$ cat config.mk
export PLATFORM = sky130hd
export DESIGN_NAME = bram_sample_sequencer
export DESIGN_NICKNAME = d
export VERILOG_FILES = /design/src/rtl/beamformer_pkg.sv /design/src/rtl/sample_skid_fifo.sv /design/src/rtl/bram_sample_sequencer.sv
export SDC_FILE = /design/constraint.sdc
export NUM_CORES = 1
export LEC_CHECK = 0
export BUFFER_PORTS_ARGS = -buffer_cell sky130_fd_sc_hd__buf_2
export CAP_MARGIN = 25
export CORE_MARGIN = 1
export CORE_UTILIZATION = 25
export CTS_CLUSTER_SIZE = 12
export DETAILED_ROUTE_END_ITERATION = 10
export SKIP_LAST_GASP = 1
export SYNTH_ARGS = -nofsm -noshare
export SYNTH_HDL_FRONTEND = slang
export SYNTH_SLANG_ARGS = --single-unit
$ cat constraint.sdc
create_clock -name clk -period 2.9 [get_ports clk]
set_input_delay 0.58 -clock clk [delete_from_list [all_inputs] [get_ports clk]]
set_output_delay 0.58 -clock clk [all_outputs]
set_load 0.005 [all_outputs]
$ cat src/rtl/beamformer_pkg.sv
// Shared types for the beamformer signal path: RAM geometry,
// sequencer state encoding and the sample bundle.
package beamformer_pkg;

  localparam int SIG_ADDR_W     = 11;
  localparam int SIG_DATA_W     = 32;
  localparam int SAMPLE_INDEX_W = 16;

  typedef enum logic [1:0] {
    IDLE,
    READ,
    DRAIN,
    DONE
  } seq_state_t;

  typedef struct packed {
    logic [SIG_DATA_W-1:0]     value;
    logic [SAMPLE_INDEX_W-1:0] index;
    logic                      last;
  } sample_t;

endpackage

$ cat src/rtl/sample_skid_fifo.sv
// Small synchronous FIFO of sample_t; head is read combinationally.
// Storage is cleared on reset so an idle head presents zeros.
module sample_skid_fifo
  import beamformer_pkg::*;
#(
  parameter int DEPTH = 4,
  localparam int CW = $clog2(DEPTH + 1),
  localparam int PW = (DEPTH > 1) ? $clog2(DEPTH) : 1
) (
  input  logic          clk,
  input  logic          rst,
  input  logic          push,
  input  sample_t       wdata,
  input  logic          pop,
  output sample_t       rdata,
  output logic [CW-1:0] count,
  output logic          empty,
  output logic          full
);

  sample_t       mem_q [DEPTH];
  sample_t       mem_d [DEPTH];
  logic [PW-1:0] rd_q, rd_d;
  logic [PW-1:0] wr_q, wr_d;
  logic [CW-1:0] count_q, count_d;

  always_comb begin
    mem_d   = mem_q;
    rd_d    = rd_q;
    wr_d    = wr_q;
    count_d = count_q + CW'(push) - CW'(pop);
    if (push) begin
      mem_d[wr_q] = wdata;
      wr_d = (wr_q == PW'(DEPTH - 1)) ? '0 : wr_q + PW'(1);
    end
    if (pop) begin
      rd_d = (rd_q == PW'(DEPTH - 1)) ? '0 : rd_q + PW'(1);
    end
  end

  always_ff @(posedge clk) begin
    if (rst) begin
      for (int i = 0; i < DEPTH; i++) mem_q[i] <= '0;
      rd_q    <= '0;
      wr_q    <= '0;
      count_q <= '0;
    end else begin
      mem_q   <= mem_d;
      rd_q    <= rd_d;
      wr_q    <= wr_d;
      count_q <= count_d;
    end
  end

  assign rdata = mem_q[rd_q];
  assign count = count_q;
  assign empty = (count_q == '0);
  assign full  = (count_q == CW'(DEPTH));

endmodule

$ cat src/rtl/bram_sample_sequencer.sv
// Signal-RAM reader feeding the beamformer as a valid/ready sample stream.
// Define SEQ_CONTINUOUS_EN to chain frames back-to-back while start is held.
module bram_sample_sequencer
  import beamformer_pkg::*;
#(
  parameter int ADDR_W      = SIG_ADDR_W,
  parameter int DATA_W      = SIG_DATA_W,
  parameter int INDEX_W     = SAMPLE_INDEX_W,
  parameter int NUM_SAMPLES = 2048,
  parameter int RAM_LATENCY = 2,
  parameter int FIFO_DEPTH  = 4
) (
  input  logic               clk,
  input  logic               rst,
  input  logic               start,
  output logic               busy,
  output logic               done,
  output logic [ADDR_W-1:0]  ram_address,
  output logic               ram_rden,
  input  logic [DATA_W-1:0]  ram_q,
  output logic [DATA_W-1:0]  sample_value,
  output logic [INDEX_W-1:0] sample_index,
  output logic               sample_valid,
  input  logic               sample_ready,
  output logic               frame_last
);

  localparam int IFW = $clog2(RAM_LATENCY + 1);
  localparam int CW  = $clog2(FIFO_DEPTH + 1);
  localparam logic [ADDR_W-1:0] LAST_ADDR = ADDR_W'(NUM_SAMPLES - 1);

  seq_state_t             state_q, state_d;
  logic [ADDR_W-1:0]      addr_q, addr_d;
  logic [INDEX_W-1:0]     idx_q, idx_d;
  logic [RAM_LATENCY-1:0] vld_q, vld_d;
  logic [RAM_LATENCY-1:0] plast_q, plast_d;
  logic [INDEX_W-1:0]     pidx_q [RAM_LATENCY];
  logic [INDEX_W-1:0]     pidx_d [RAM_LATENCY];

  logic [IFW-1:0] in_flight;
  logic [CW-1:0]  fifo_count;
  logic           fifo_empty;
  logic           fifo_full;
  logic           rden;
  logic           tap;
  logic           pop;
  logic           final_pop;
  sample_t        wr;
  sample_t        head;

  always_comb begin
    in_flight = '0;
    for (int i = 0; i < RAM_LATENCY; i++) begin
      in_flight = in_flight + IFW'(vld_q[i]);
    end
  end

  // Reads in flight plus queued samples never exceed the FIFO space.
  assign rden = (state_q == READ) &&
                (int'(in_flight) + int'(fifo_count) < FIFO_DEPTH);
  assign tap  = vld_q[RAM_LATENCY-1];
  assign pop  = !fifo_empty && sample_ready;
  assign final_pop = pop && head.last && (in_flight == '0) &&
                     (fifo_count == CW'(1));

  always_comb begin
    vld_d[0]   = rden;
    plast_d[0] = (addr_q == LAST_ADDR);
    pidx_d[0]  = idx_q;
    for (int i = 1; i < RAM_LATENCY; i++) begin
      vld_d[i]   = vld_q[i-1];
      plast_d[i] = plast_q[i-1];
      pidx_d[i]  = pidx_q[i-1];
    end
  end

  always_comb begin
    state_d = state_q;
    addr_d  = addr_q;
    idx_d   = idx_q;
    if (rden) begin
      addr_d = addr_q + ADDR_W'(1);
      idx_d  = idx_q + INDEX_W'(1);
    end
    unique case (state_q)
      IDLE: begin
        if (start) begin
          state_d = READ;
          addr_d  = '0;
          idx_d   = '0;
        end
      end
      READ: begin
        if (rden && (addr_q == LAST_ADDR)) begin
`ifdef SEQ_CONTINUOUS_EN
          if (start) addr_d = '0;
          else state_d = DRAIN;
`else
          state_d = DRAIN;
`endif
        end
      end
      DRAIN: begin
        if (final_pop) state_d = DONE;
      end
      DONE: state_d = IDLE;
      default: state_d = IDLE;
    endcase
  end

  always_ff @(posedge clk) begin
    if (rst) begin
      state_q <= IDLE;
      addr_q  <= '0;
      idx_q   <= '0;
      vld_q   <= '0;
      plast_q <= '0;
      for (int i = 0; i < RAM_LATENCY; i++) pidx_q[i] <= '0;
    end else begin
      state_q <= state_d;
      addr_q  <= addr_d;
      idx_q   <= idx_d;
      vld_q   <= vld_d;
      plast_q <= plast_d;
      pidx_q  <= pidx_d;
    end
  end

  always_comb begin
    wr       = '0;
    wr.value = SIG_DATA_W'(ram_q);
    wr.index = SAMPLE_INDEX_W'(pidx_q[RAM_LATENCY-1]);
    wr.last  = plast_q[RAM_LATENCY-1];
  end

  sample_skid_fifo #(
    .DEPTH(FIFO_DEPTH)
  ) u_fifo (
    .clk  (clk),
    .rst  (rst),
    .push (tap && !fifo_full),
    .wdata(wr),
    .pop  (pop),
    .rdata(head),
    .count(fifo_count),
    .empty(fifo_empty),
    .full (fifo_full)
  );

  assign busy         = (state_q == READ) || (state_q == DRAIN);
  assign done         = (state_q == DONE);
  assign ram_address  = addr_q;
  assign ram_rden     = rden;
  assign sample_value = DATA_W'(head.value);
  assign sample_index = INDEX_W'(head.index);
  assign frame_last   = head.last;
  assign sample_valid = !fifo_empty;

endmodule

# [Word-level counts from Yosys, hierarchy flattened]
# Cells that the tools add are included.
# W data, S select, Z words.
[op_classes] n_mux=18 n_lt_le_gt_ge=4 n_reduce_logical=15 n_addsub=8 bitwise=2 eq_ne=11
[op_table] cell="$bwmux W196" count=1
[op_table] cell="$mux W49" count=3
[op_table] cell="$bmux W49 S2" count=1
[op_table] cell="$demux W49 S2" count=1
[op_table] cell="$mux W16" count=3
[op_table] cell="$mux W11" count=3
[op_table] cell="$add A16 B1 Y16 const B" count=1
[op_table] cell="$add A11 B1 Y11 const B" count=1
[op_table] cell="$eq A11 B11 Y1 const B" count=1
[op_table] cell="$mux W2" count=5
[op_table] cell="$eq A2 B2 Y1 const B" count=4
[op_table] cell="$logic_and A1 B1 Y1" count=8
[op_table] cell="$pmux W2 S4" count=1
[op_table] cell="$ge A3 B3 Y1 const B" count=2
[op_table] cell="$not A2 Y3" count=2
[op_table] cell="$add A2 B1 Y2 const B" count=2
[op_table] cell="$add A2 B3 Y4" count=1
[op_table] cell="$logic_not A2 Y1" count=2
[op_table] cell="$lt A4 B3 Y1 const B" count=1
[op_table] cell="$ne A2 B2 Y1 const B" count=2
[op_table] cell="$add A3 B1 Y3" count=1
[op_table] cell="$eq A3 B1 Y1 const B" count=1
[op_table] cell="$eq A3 B3 Y1 const B" count=1
[op_table] cell="$logic_not A3 Y1" count=1
[op_table] cell="other kinds (8)" count=9
[word_totals] out_inout_bits=64 elab_cells=80 reg_bits=268 in_bits=36

# [Depth between registers and ports, before layout]
# Gate-level depths: netlist of run 1.
[depth] depth_word=9 ltp_mapped=10 mapped_depth_nobuf=9

# [Cells and area by module]
# Synthesis of run 1 repeated with hierarchy kept, for this count alone.
[unflattened] cells_unflattened=1239 area_unflattened_um2=12453.2
[modules_own_cells] mod="sample_skid_fifo" area_each_um2=10047.1 seq_area_each_um2=4063.9 cells_per_inst=992 instances=1
[modules_own_cells] mod="bram_sample_sequencer" area_each_um2=2406.1 seq_area_each_um2=1301.2 cells_per_inst=247 instances=1

# [Least setup slack after synthesis of run 1]
# No wires, ideal clock.
[synth_path] path_kind="flip-flop to flip-flop" start="reg u_fifo.count_q[2], in the netlist u_fifo.count[2]" end="reg u_fifo.count_q[2], in the netlist u_fifo.count[2]" synth_period_minus_slack_ns=2.075 t_arrival_ns=1.947 path_slack_ns=0.825 required_time_ns=2.772 stages_incl_launch_ff=10 path_buffers=0 setup_time_ns=0.128 cell_sequence="dfxtp_1 or3_1 nand2_1 inv_1 ha_1 inv_1 ha_1 fa_1 xnor2_1 nor2_1"
[synth_between] elab_cells_between_ends=8 classes_between="add/sub: 2; eq/ne: 1; reduce/logical: 5"
[synth_rtl] item="from (decl)" line="sample_skid_fifo.sv:25" source="logic [CW-1:0] count_q, count_d;"
[synth_rtl] item="from (signal assigned)" line="sample_skid_fifo.sv:51" source="count_q <= count_d;"
[synth_rtl] item="$logic_not A3 Y1" line="sample_skid_fifo.sv:57" source="assign empty = (count_q == '0);"
[synth_rtl] item="$logic_not A1 Y1"
[synth_rtl] item="net sample_valid" line="bram_sample_sequencer.sv:23" source="output logic sample_valid,"
[synth_rtl] item="$logic_and A1 B1 Y1" line="bram_sample_sequencer.sv:62" source="assign pop = !fifo_empty && sample_ready;"
[synth_rtl] item="net pop" line="bram_sample_sequencer.sv:46" source="logic pop;"
[synth_rtl] item="$sub A3 B1 Y3" line="sample_skid_fifo.sv:31" source="count_d = count_q + CW'(push) - CW'(pop);"
# The timed path passes the listed nets, and every way through them passes these cells.
# A chain may end at the register's enable or synchronous reset.

# [Worst setup path after layout of run 1]
[layout_path] start="reg u_fifo.rd_q[1]" end="out sample_value[25]"
[layout_between] elab_chain_cells=4
[layout_lines] item="from (decl)" line="sample_skid_fifo.sv:23" source="logic [PW-1:0] rd_q, rd_d;"
[layout_lines] item="from (signal assigned)" line="sample_skid_fifo.sv:49" source="rd_q <= rd_d;"
[layout_lines] item="$not A2 Y3 (not written as such)" line="sample_skid_fifo.sv:55" source="assign rdata = mem_q[rd_q];"
[layout_lines] item="$bmux W49 S2" line="sample_skid_fifo.sv:55"
[layout_lines] item="$mux W49 (not written as such) (2 in series)" line="sample_skid_fifo.sv:55"
[layout_lines] item="to (decl)" line="bram_sample_sequencer.sv:21" source="output logic [DATA_W-1:0] sample_value,"
# Every way passes these cells. The select of a mux whose other input is x is not followed.

==> impl_results.md, run 1 <==
* Wl on met1 at 12.4 mm
* Largest stage delay on the critical path at roughly 0.62 ns
* Crit path required time at 2.32 ns
* Routed wire length at 27.5 mm
* Htree depth at 1
* Clock Latency Late Sink at 0.56 ns
* Synth cell types at 36
* CTS Buffer Depth at 3
* Congestion Overflow GR at 0
* Setup crit start kind: flop
* Num CTS Buffers at 30
* Die X at about 210 um
* Post-synth EDFFs at 0
* Slew margin rel. at a little under two fifths
* Worst min path class: in2reg
* Antenna cell count at 0
* Mean Syn Cell Area at 8.84 sq um
* CP endpoint kind: output port
* Total GRT Usage at 12.5%
* R2R Path Start: u_fifo.count[2]$_SDFF_PP0_
* Reg2Reg Depth at 9
* P&R area growth vs syn at 19.8%
* IO Port Bufs at 99
* Largest net degree at the start of global routing at 90
* Clock-pin transition on the worst setup and hold timing paths at ~0.060 ns
* Post-Syn Area at 0.0107 sq mm
* Max Cap Violations at 0
* Leading register cell type out of synthesis: dfxtp_1
* Rows at between 70 and 80
* Initial core utilization at 25.4%
* Worst R2R Setup Slack at around 0.69 ns
* WS Path Type: reg2out
* Cts hold-fix bufs at 0
* Final Slew Violations at 0
* Ys async rst share at 0%
* Hold Crit Start: rst
* Minimum clock period at 2.73 ns
* Die area at ~0.043 sq mm
* CP bufs+invs at 2
* Clock group share of total power at between 40% and 50%
* Power share of the combinational group at between 10% and 20%
* DR WL/cell at 15.0 um
* Final Cycle Share at about 94%
* Hpwl dp at approximately 17 mm
* Core area at about 0.042 sq mm
* Arrival time worst endpoint at 2.15 ns
* Cell family with most CP delay: flip-flops
* Top Metal Used: met5
* First-pass GRT wire length at 43.7 mm
* PostCTS Resize Cnt at 1
* Post-synthesis sequential area ratio at 50.3%
* Ports at 100
* FF+latch count, synth at 268
* Hold slack at between 0.2 and 0.25 ns
* Run status: completed
* Clock root cell: clkbuf_16
* CTS Sinks at about 270
* # Post-CTS Setup Buffers at 0
* Power per Cell Area at between 600 and 700 mW/mm^2
* First-pass detailed-route iteration total at 5
* Routed length on met3 at roughly 1.4 mm
* DRT iter0 DRCs at 545
* Via/cell ratio at 4.55
* CTS tree: yes
* Internal at 6.67 mW
* Setup tns final at 0 ns
* RSZ-0062 raised after global routing: false
* Clk_skew at 0.00971 ns
* WL met2 at 13.1 mm
* DRC violations left at 0
* Final Hold Vio Count at 0
* Gpl congestion at 0.722
* Min-Delay Endpoint: pidx_d[14]$_SDFF_PP0_
* CP cell instances: buf_12 > mux4_2 > buf_2
* Die height at between 200 and 250 um
* Max IR drop VDD at 0.316 mV
* Final net count at 1326
* Antenna violations before repair at 1
* Final setup viols at 0
* Syn. warnings at 0
* Hold path cells at 2
* Net switching power at 2.26 mW
* R2R Path End: u_fifo.count[2]$_SDFF_PP0_
* Cells after Synth at 1206
* Number of nets with antenna violations after routing at 0
* Leakage at 4.44 nW
* Syn nets at 1260
* Slew @ Worst Pin at 0.950 ns
* Vias at 8338
* Share of layout cells above drive strength 1 at 18.1%
* F_max at roughly 0.37 GHz
* Sequential Power Share at between 40% and 50%
* Slowest-stage cell, CP: dfxtp_4
* Vias in the first global route at between 8k and 9k
* Sw Share at approximately a quarter
* Maximum fanout along the worst path at 21
-- state kept, by name, summed over array words and instances (netlist names) --
name and cells:
u_fifo.mem_q 196, idx_q 16, pidx_d 16, pidx_q 16
ram_address 11, u_fifo.count 3, plast_q 2, state_q 2
u_fifo.rd_q 2, u_fifo.wr_q 2, vld_q 2
-- layout by cell type (no fill, tap or decap), drive strengths merged --
cell type,synthesis,final
a21o,2,2
clkbuf,51,46
and4,4,4
o21ai,10,10
or3b,1,1
nor2,26,26
dfxtp,268,268
and4b,1,1
nor4,1,1
a311o,1,1
and3,4,4
or3,10,10
fa,1,1
clkinvlp,0,1
nor3b,2,2
nor3,5,5
inv,14,14
nand2,414,414
xor2,9,9
nand3,9,9
clkinv,0,5
o21a,2,2
bufinv,0,3
ha,17,17
mux2i,1,1
a311oi,1,1
mux4,49,49
buf,38,123
and2,5,5
xnor2,9,9
nand4,5,5
nor2b,34,34
a21oi,212,212
-- power groups by stage --
stage	registers, mW	logic (mW)	clock network [mW]
6_report	3.90	1.08	3.95
5_1_grt	3.92	1.22	4.21
4_1_cts	3.90	1.10	4.06
3_5_place_dp	3.98	1.09	0
3_3_place_gp	3.98	1.07	0
2_1_floorplan	3.91	0.774	0
-- cell type report --
| type | count | area [sq um] |
|---|---|---|
| Tap cell | 539 | 674 |
| Timing Repair Buffer | 123 | 782 |
| Sequential cell | 268 | 5370 |
| Clock buffer | 46 | 922 |
| Inverter | 14 | 55.1 |
| Fill cell | 4368 | 29300 |
| Clock inverter | 9 | 123 |
| Multi-Input combinational cell | 835 | 4850 |
-- through the flow --
step	cells	utilization [%]	total power, mW	instance area, sq um	worst slack [ns]
final	1834	30.4	8.93	12800	0.169
after global routing	1834	30.4	9.35	12800	0.0295
after CTS	1834	30.4	9.06	12800	0.0619
after detailed placement	1779	27.9	5.07	11700	0.579
after global placement	1779	27.9	5.05	11700	0.616
after floorplan	1206	-	4.69	10700	0.825
-- worst max path at each step --
stage | end | cells past startpoint | start
after global routing | sample_value[28] | 3 | u_fifo.rd_q[1]$_SDFFE_PP0P_
final | sample_value[25] | 3 | u_fifo.rd_q[1]$_SDFFE_PP0P_
after CTS | ram_rden | 6 | vld_q[0]$_SDFF_PP0_
after floorplan | u_fifo.count[2]$_SDFF_PP0_ | 9 | u_fifo.count[2]$_SDFF_PP0_
after detailed placement | idx_q[10]$_SDFF_PP0_ | 8 | vld_q[0]$_SDFF_PP0_
after global placement | idx_q[14]$_SDFF_PP0_ | 8 | vld_q[0]$_SDFF_PP0_
-- cell usage after synthesis (10+ instances only) --
library cell / n / area [sq um]
nand2_1: 414 / 1550
dfxtp_1: 268 / 5370
a21oi_1: 212 / 1060
clkbuf_1: 51 / 191
mux4_2: 49 / 1100
nor2b_1: 34 / 213
buf_2: 26 / 130
nor2_1: 26 / 97.6
ha_1: 17 / 213
inv_1: 13 / 48.8
o21ai_0: 10 / 50.1
or3_1: 10 / 62.6
-- layer usage --
layer | GRT usage [%] | up-vias
li1 | - | 4148
met1 | 16.0 | 3958
met2 | 21.1 | 192
met3 | 2.52 | 38
met4 | 3.32 | 2
met5 | 0 | -
-- kinds of logic after synthesis --
kind of cell	after synthesis	synth area share, %
AOI/OAI and AO/OA	228	10.9
xor gates and xnor gates	18	1.48
adders and majority gates	18	2.18
buffers and inverters	103	4.39
DFF	268	50.3
muxes	50	10.4
and+or+nand+nor	521	20.3
No activity file was read; power rests on OpenSTA's default activity.
==> inputs of run 2 (changes only) <==
--- a/config.mk
+++ b/config.mk
@@ -8,9 +8,10 @@
 export BUFFER_PORTS_ARGS = -buffer_cell sky130_fd_sc_hd__buf_2
 export CAP_MARGIN = 25
 export CORE_MARGIN = 1
-export CORE_UTILIZATION = 25
+export CORE_UTILIZATION = 55
 export CTS_CLUSTER_SIZE = 12
 export DETAILED_ROUTE_END_ITERATION = 10
+export PLACE_DENSITY = 0.75
 export SKIP_LAST_GASP = 1
 export SYNTH_ARGS = -nofsm -noshare
 export SYNTH_HDL_FRONTEND = slang
==> run 2 against run 1 <==
Clock power is 12% lower. Wire length fell by 11%. Cell count is 16% lower. Die area is 54% lower. First-iteration DRC count grew 26%. Worst hold slack improved by 0.065 ns. Flip-flop and latch count is the same. Register-to-register slack worse by 0.10 ns. Critical endpoint is now ram_rden. Highest routed layer is now met4.
==> impl_results.md, run 2 (same netlist as run 1, synthesis figures left out) <==
* First-pass GRT wire length at 39.7 mm
* Crit. path cell count at 6
* Die height at 141 um
* CTS Sinks at roughly 270
* DR WL/cell at 15.9 um
* Vias in the first global route at 7986
* CP bufs+invs at 2
* Antenna cell count at 0
* F_max at 0.357 GHz
* Reg2Reg Depth at 8
* Congestion Overflow GR at 0
* Setup tns final at 0 ns
* Final net count at 1320
* IO Port Bufs at between 90 and 100
* WS Path Type: reg2out
* Internal at 6.30 mW
* Hold path cells at 3
* Number of nets with antenna violations after routing at 0
* Sequential Power Share at 46.2%
* Cells after DPL at 1492
* Max reg flops at 196
* Largest net degree at the start of global routing at 242
* Crit path required time at 2.32 ns
* Hpwl dp at approximately 14 mm
* Clk_skew at approximately 0.013 ns
* Htree depth at 1
* Sw Share at about 25%
* Cell family with most CP delay: adder cells
* Non-Filler Instances at 1546
* Filler cell count at between 1.5k and 2k
* P&R area growth vs syn at 14.9%
* Power share of the combinational group at 12.7%
* Most used cell, CP: ha_1
* First-pass detailed-route iteration total at 5
* Final setup viols at 0
* Clock group share of total power at 41.1%
* Slew margin rel. at between 20% and 30%
* Minimum clock period at 2.80 ns
* Die area at 0.0199 sq mm
* Cts hold-fix bufs at 0
* R2R Path End: idx_q[12]$_SDFF_PP0_
* Run status: completed
* Via/cell ratio at 5.41
* Clock Latency Late Sink at around 0.53 ns
* Layout Utilization at 65.1%
* Clock root cell: clkbuf_16
* Power per Cell Area at 689 mW/mm^2
* Most flop-heavy register: u_fifo.mem_q
* Largest stage delay on the critical path at 0.35 ns
* Slowest-stage cell, CP: a311oi_2
* DRT iter0 DRCs at 685
* Max Cap Violations at 0
* CP cell instances: ha_1 > ha_1 > a311oi_2 > nand2_2 > inv_4 > buf_2
* Routed wire length at 24.5 mm
* Worst setup path start: vld_q[0]$_SDFF_PP0_
* CP endpoint kind: output port
* Gpl congestion at 0.751
* Max IR drop VDD at ~0.45 mV
* Total GRT Usage at between 20% and 30%
* Antenna violations before repair at 0
* CTS tree: yes
* Final Cycle Share at 96.5%
* Most frequent cells in the layout: nand2_1, dfxtp_1, a21oi_1, buf_2, mux4_2
* Die X at 141 um
* RSZ-0062 raised after global routing: false
* Num CTS Buffers at 29
* Rows at 50
* Net switching power at about 2.1 mW
* CTS Buffer Depth at 3
* Worst R2R Setup Slack at 0.59 ns
* Vias at about 8.4k
* Core area at 0.0188 sq mm
* DRC violations left at 0
* Leakage at 4.35 nW
* Setup crit start kind: flop
* Setup crit end: ram_rden
* Post-DP Area at 0.0113 sq mm
* Final instance area at 0.0123 sq mm
* Final Slew Violations at 0
* Final Hold Vio Count at 0
* Maximum fanout along the worst path at 15
* R2R Path Start: vld_q[0]$_SDFF_PP0_
* Share of layout cells above drive strength 1 at 17.3%
* Slew @ Worst Pin at 1.09 ns
* Initial core utilization at 56.6%
* Arrival time worst endpoint at 2.22 ns
* Worst min path class: in2reg
* Commonest non-fill, non-tap cell in the layout: nand2_1
* Clock-pin transition on the worst setup and hold timing paths at 0.06 ns
* Ports at 100
## run 2: what timing repair did
item / in CTS / in global routing
gates resized for setup: 3 / 0
pin swaps: 0 / 1
setup buffers: 0 / 3
setup endpoints to repair: 1 / 1
## run 2: worst min-delay path by stage
| stage | start | endpoint | slack, ns |
|---|---|---|---|
| 6_report | ram_q[23] | u_fifo.mem_q[187]$_SDFFE_PP0P_ | 0.31 |
| 5_1_grt | ram_q[24] | u_fifo.mem_q[188]$_SDFFE_PP0P_ | 0.30 |
| 4_1_cts | ram_q[23] | u_fifo.mem_q[187]$_SDFFE_PP0P_ | 0.30 |
| 3_5_place_dp | pidx_d[6]$_SDFF_PP0_ | pidx_q[6]$_SDFF_PP0_ | 0.42 |
| 3_3_place_gp | pidx_d[11]$_SDFF_PP0_ | pidx_q[11]$_SDFF_PP0_ | 0.42 |
| 2_1_floorplan | pidx_d[0]$_SDFF_PP0_ | pidx_q[0]$_SDFF_PP0_ | 0.41 |
## run 2: power groups by stage
stage / clock [mW] / combinational [mW] / sequential [mW]
5_1_grt: 3.69 / 1.19 / 3.92
3_5_place_dp: 0 / 1.04 / 3.98
6_report: 3.47 / 1.07 / 3.90
2_1_floorplan: 0 / 0.774 / 3.91
3_3_place_gp: 0 / 1.02 / 3.98
4_1_cts: 3.53 / 1.05 / 3.90
## run 2: stage by stage
step                      power, mW  setup WS (ns)  hold slack (ns)
after CTS                      8.49         0.0235            0.300
final                          8.44          0.101            0.314
after detailed placement       5.02          0.322            0.420
after floorplan                4.69          0.825            0.414
after global placement         5.00          0.464            0.419
after global routing           8.80         0.0157            0.304
## run 2: area by class of cell
type | instances | area (sq um) | area share, %
Inverter | 14 | 55.1 | 0.449
Clock inverter | 5 | 37.5 | 0.306
Clock buffer | 46 | 870 | 7.10
Multi-Input combinational cell | 835 | 4850 | 39.6
Sequential cell | 268 | 5370 | 43.8
Timing Repair Buffer | 118 | 744 | 6.08
Tap cell | 260 | 325 | 2.65
## run 2: worst min-delay path, stage by stage
cell	delay, ns
buf_2	0.12
nand2_1	0.05
a21oi_1	0.05
## run 2: layer usage
layer	up-vias	GRT usage, %	share of wire [%]
met4	0	6.29	1.5
met2	228	42.8	50
met3	29	3.50	5.5
li1	4134	-	-
met5	-	0	0
met1	3969	32.2	43
==> inputs of run 3 (changes only) <==
--- a/config.mk
+++ b/config.mk
@@ -11,6 +11,7 @@
 export CORE_UTILIZATION = 55
 export CTS_CLUSTER_SIZE = 12
 export DETAILED_ROUTE_END_ITERATION = 10
+export MAX_ROUTING_LAYER = met4
 export PLACE_DENSITY = 0.75
 export SKIP_LAST_GASP = 1
 export SYNTH_ARGS = -nofsm -noshare
==> run 3 against run 2 <==
Design area stayed put. First-iteration DRC count is 2.2% higher. Power about the same. Clock power is essentially flat. Die area stayed put. Global-route usage up 0.76 points. Clock skew about the same. Cell count did not move. Combinational power hardly changed. Via count rose by 0.19%. Maximum frequency about the same. Critical endpoint unchanged.
==> impl_results.md, run 3 (same netlist as run 1, synthesis figures left out) <==
* Hpwl dp at 14.4 mm
* Largest net degree at the start of global routing at 242
* Num CTS Buffers at 29
* Worst R2R Setup Slack at approximately 0.59 ns
* Layout Utilization at 65.1%
* DRT iter0 DRCs at 700
* Commonest non-fill, non-tap cell in the layout: nand2_1
* Total GRT Usage at around a quarter
* CTS Sinks at roughly 270
* Final Hold Vio Count at 0
* Most flop-heavy register: u_fifo.mem_q
* Vias in the first global route at 7998
* Clock root cell: clkbuf_16
* Max Cap Violations at 0
* Final setup viols at 0
* Maximum fanout along the worst path at 15
* Max reg flops at 196
* Clock-pin transition on the worst setup and hold timing paths at 0.06 ns
* Number of nets with antenna violations after routing at 0
* Final Slew Violations at 0
* Die area at 0.0199 sq mm
* Non-Filler Instances at 1546
* Routed wire length at 24.5 mm
* CTS Buffer Depth at 3
* DR WL/cell at approximately 16 um
* Antenna violations before repair at 0
* Die height at 141 um
* Slew margin rel. at 12.1%
* Share of layout cells above drive strength 1 at 17.3%
* Antenna cell count at 0
* Run status: completed
* Congestion Overflow GR at 0
* P&R area growth vs syn at 14.9%
* Final Cycle Share at 96.5%
* Vias at 8376
* CP endpoint kind: output port
* Initial core utilization at 56.6%
* First-pass detailed-route iteration total at 5
* Power per Cell Area at 689 mW/mm^2
* Rows at 50
* Crit path required time at 2.32 ns
* Gpl congestion at 0.760
* Worst min path class: in2reg
* WS Path Type: reg2out
* Die X at 141 um
* Leakage at 4.35 nW
* Slew @ Worst Pin at between 1 and 1.5 ns
* F_max at 0.357 GHz
* Setup tns final at 0 ns
* Clock Latency Late Sink at roughly 0.53 ns
* Cells after DPL at 1492
* Via/cell ratio at roughly 5.4
* Clk_skew at 0.0131 ns
* Ports at 100
* First-pass GRT wire length at 39.7 mm
* DRC violations left at 0
* Core area at 0.0188 sq mm
* Max IR drop VDD at 0.445 mV
* Final net count at 1320
* Most frequent cells in the layout: nand2_1, dfxtp_1, a21oi_1, buf_2, mux4_2
* Setup crit start kind: flop
* Minimum clock period at 2.80 ns
* Arrival time worst endpoint at 2.22 ns
* RSZ-0062 raised after global routing: false
* Cts hold-fix bufs at 0
* Hold slack at 0.313 ns
* CTS tree: yes
* Htree depth at 1
* IO Port Bufs at 99
==> run 3: cell counts in the layout (fill, tap and decap cells not counted) <==
No cell type changed its count.
==> run 3: report_power, final <==
part	switching (mW)	internal, mW
clock network	1.42	2.05
logic	0.593	0.474
registers	0.124	3.78
==> run 3: area by class of cell <==
| type | instances | area (sq um) |
|---|---|---|
| Inverter | 14 | 55.1 |
| Timing Repair Buffer | 118 | 744 |
| Clock buffer | 46 | 870 |
| Tap cell | 260 | 325 |
| Multi-Input combinational cell | 835 | 4850 |
| Sequential cell | 268 | 5370 |
| Fill cell | 1563 | 6580 |
| Clock inverter | 5 | 37.5 |
==> run 3: critical path, cell delays in order (launching register included) <==
cell,delay (ns)
dfxtp_1,0.31
ha_1,0.21
ha_1,0.32
a311oi_2,0.35
nand2_2,0.17
inv_4,0.18
buf_2,0.14
==> run 3: what timing repair did <==
item                       4_1_cts  5_1_grt
setup buffers                    0        3
setup endpoints to repair        1        1
gates resized for setup          3        0
pin swaps                        0        1
==> run 3: path summary, 6_finish.rpt <==
| kind | end | depth (start not counted) | startpoint |
|---|---|---|---|
| worst max-delay path | ram_rden | 6 | vld_q[0]$_SDFF_PP0_ |
| worst min-delay path | u_fifo.mem_q[40]$_SDFFE_PP0P_ | 3 | ram_q[23] |
| worst max register to register | idx_q[14]$_SDFF_PP0_ | 8 | vld_q[0]$_SDFF_PP0_ |
| worst min register to register | plast_q[1]$_SDFF_PP0_ | 1 | plast_q[0]$_SDFF_PP0_ |
==> run 3: stage by stage <==
step | area, sq um | setup WS, ns | total power [mW]
3_5_place_dp | 11300 | 0.322 | 5.02
3_3_place_gp | 11300 | 0.464 | 5.00
4_1_cts | 12200 | 0.0235 | 8.49
5_1_grt | 12300 | 0.0172 | 8.80
2_1_floorplan | 10700 | 0.825 | 4.69
6_report | 12300 | 0.100 | 8.44
==> run 3: metal layers <==
metal / vias to the layer above / GRT usage, % / wire length, um
met1: 3991 / 32.2 / 10600
met4: 0 / 6.29 / 401
li1: 4130 / - / -
met3: 32 / 3.46 / 1350
met2: 223 / 42.8 / 12100
met5: - / - / 0
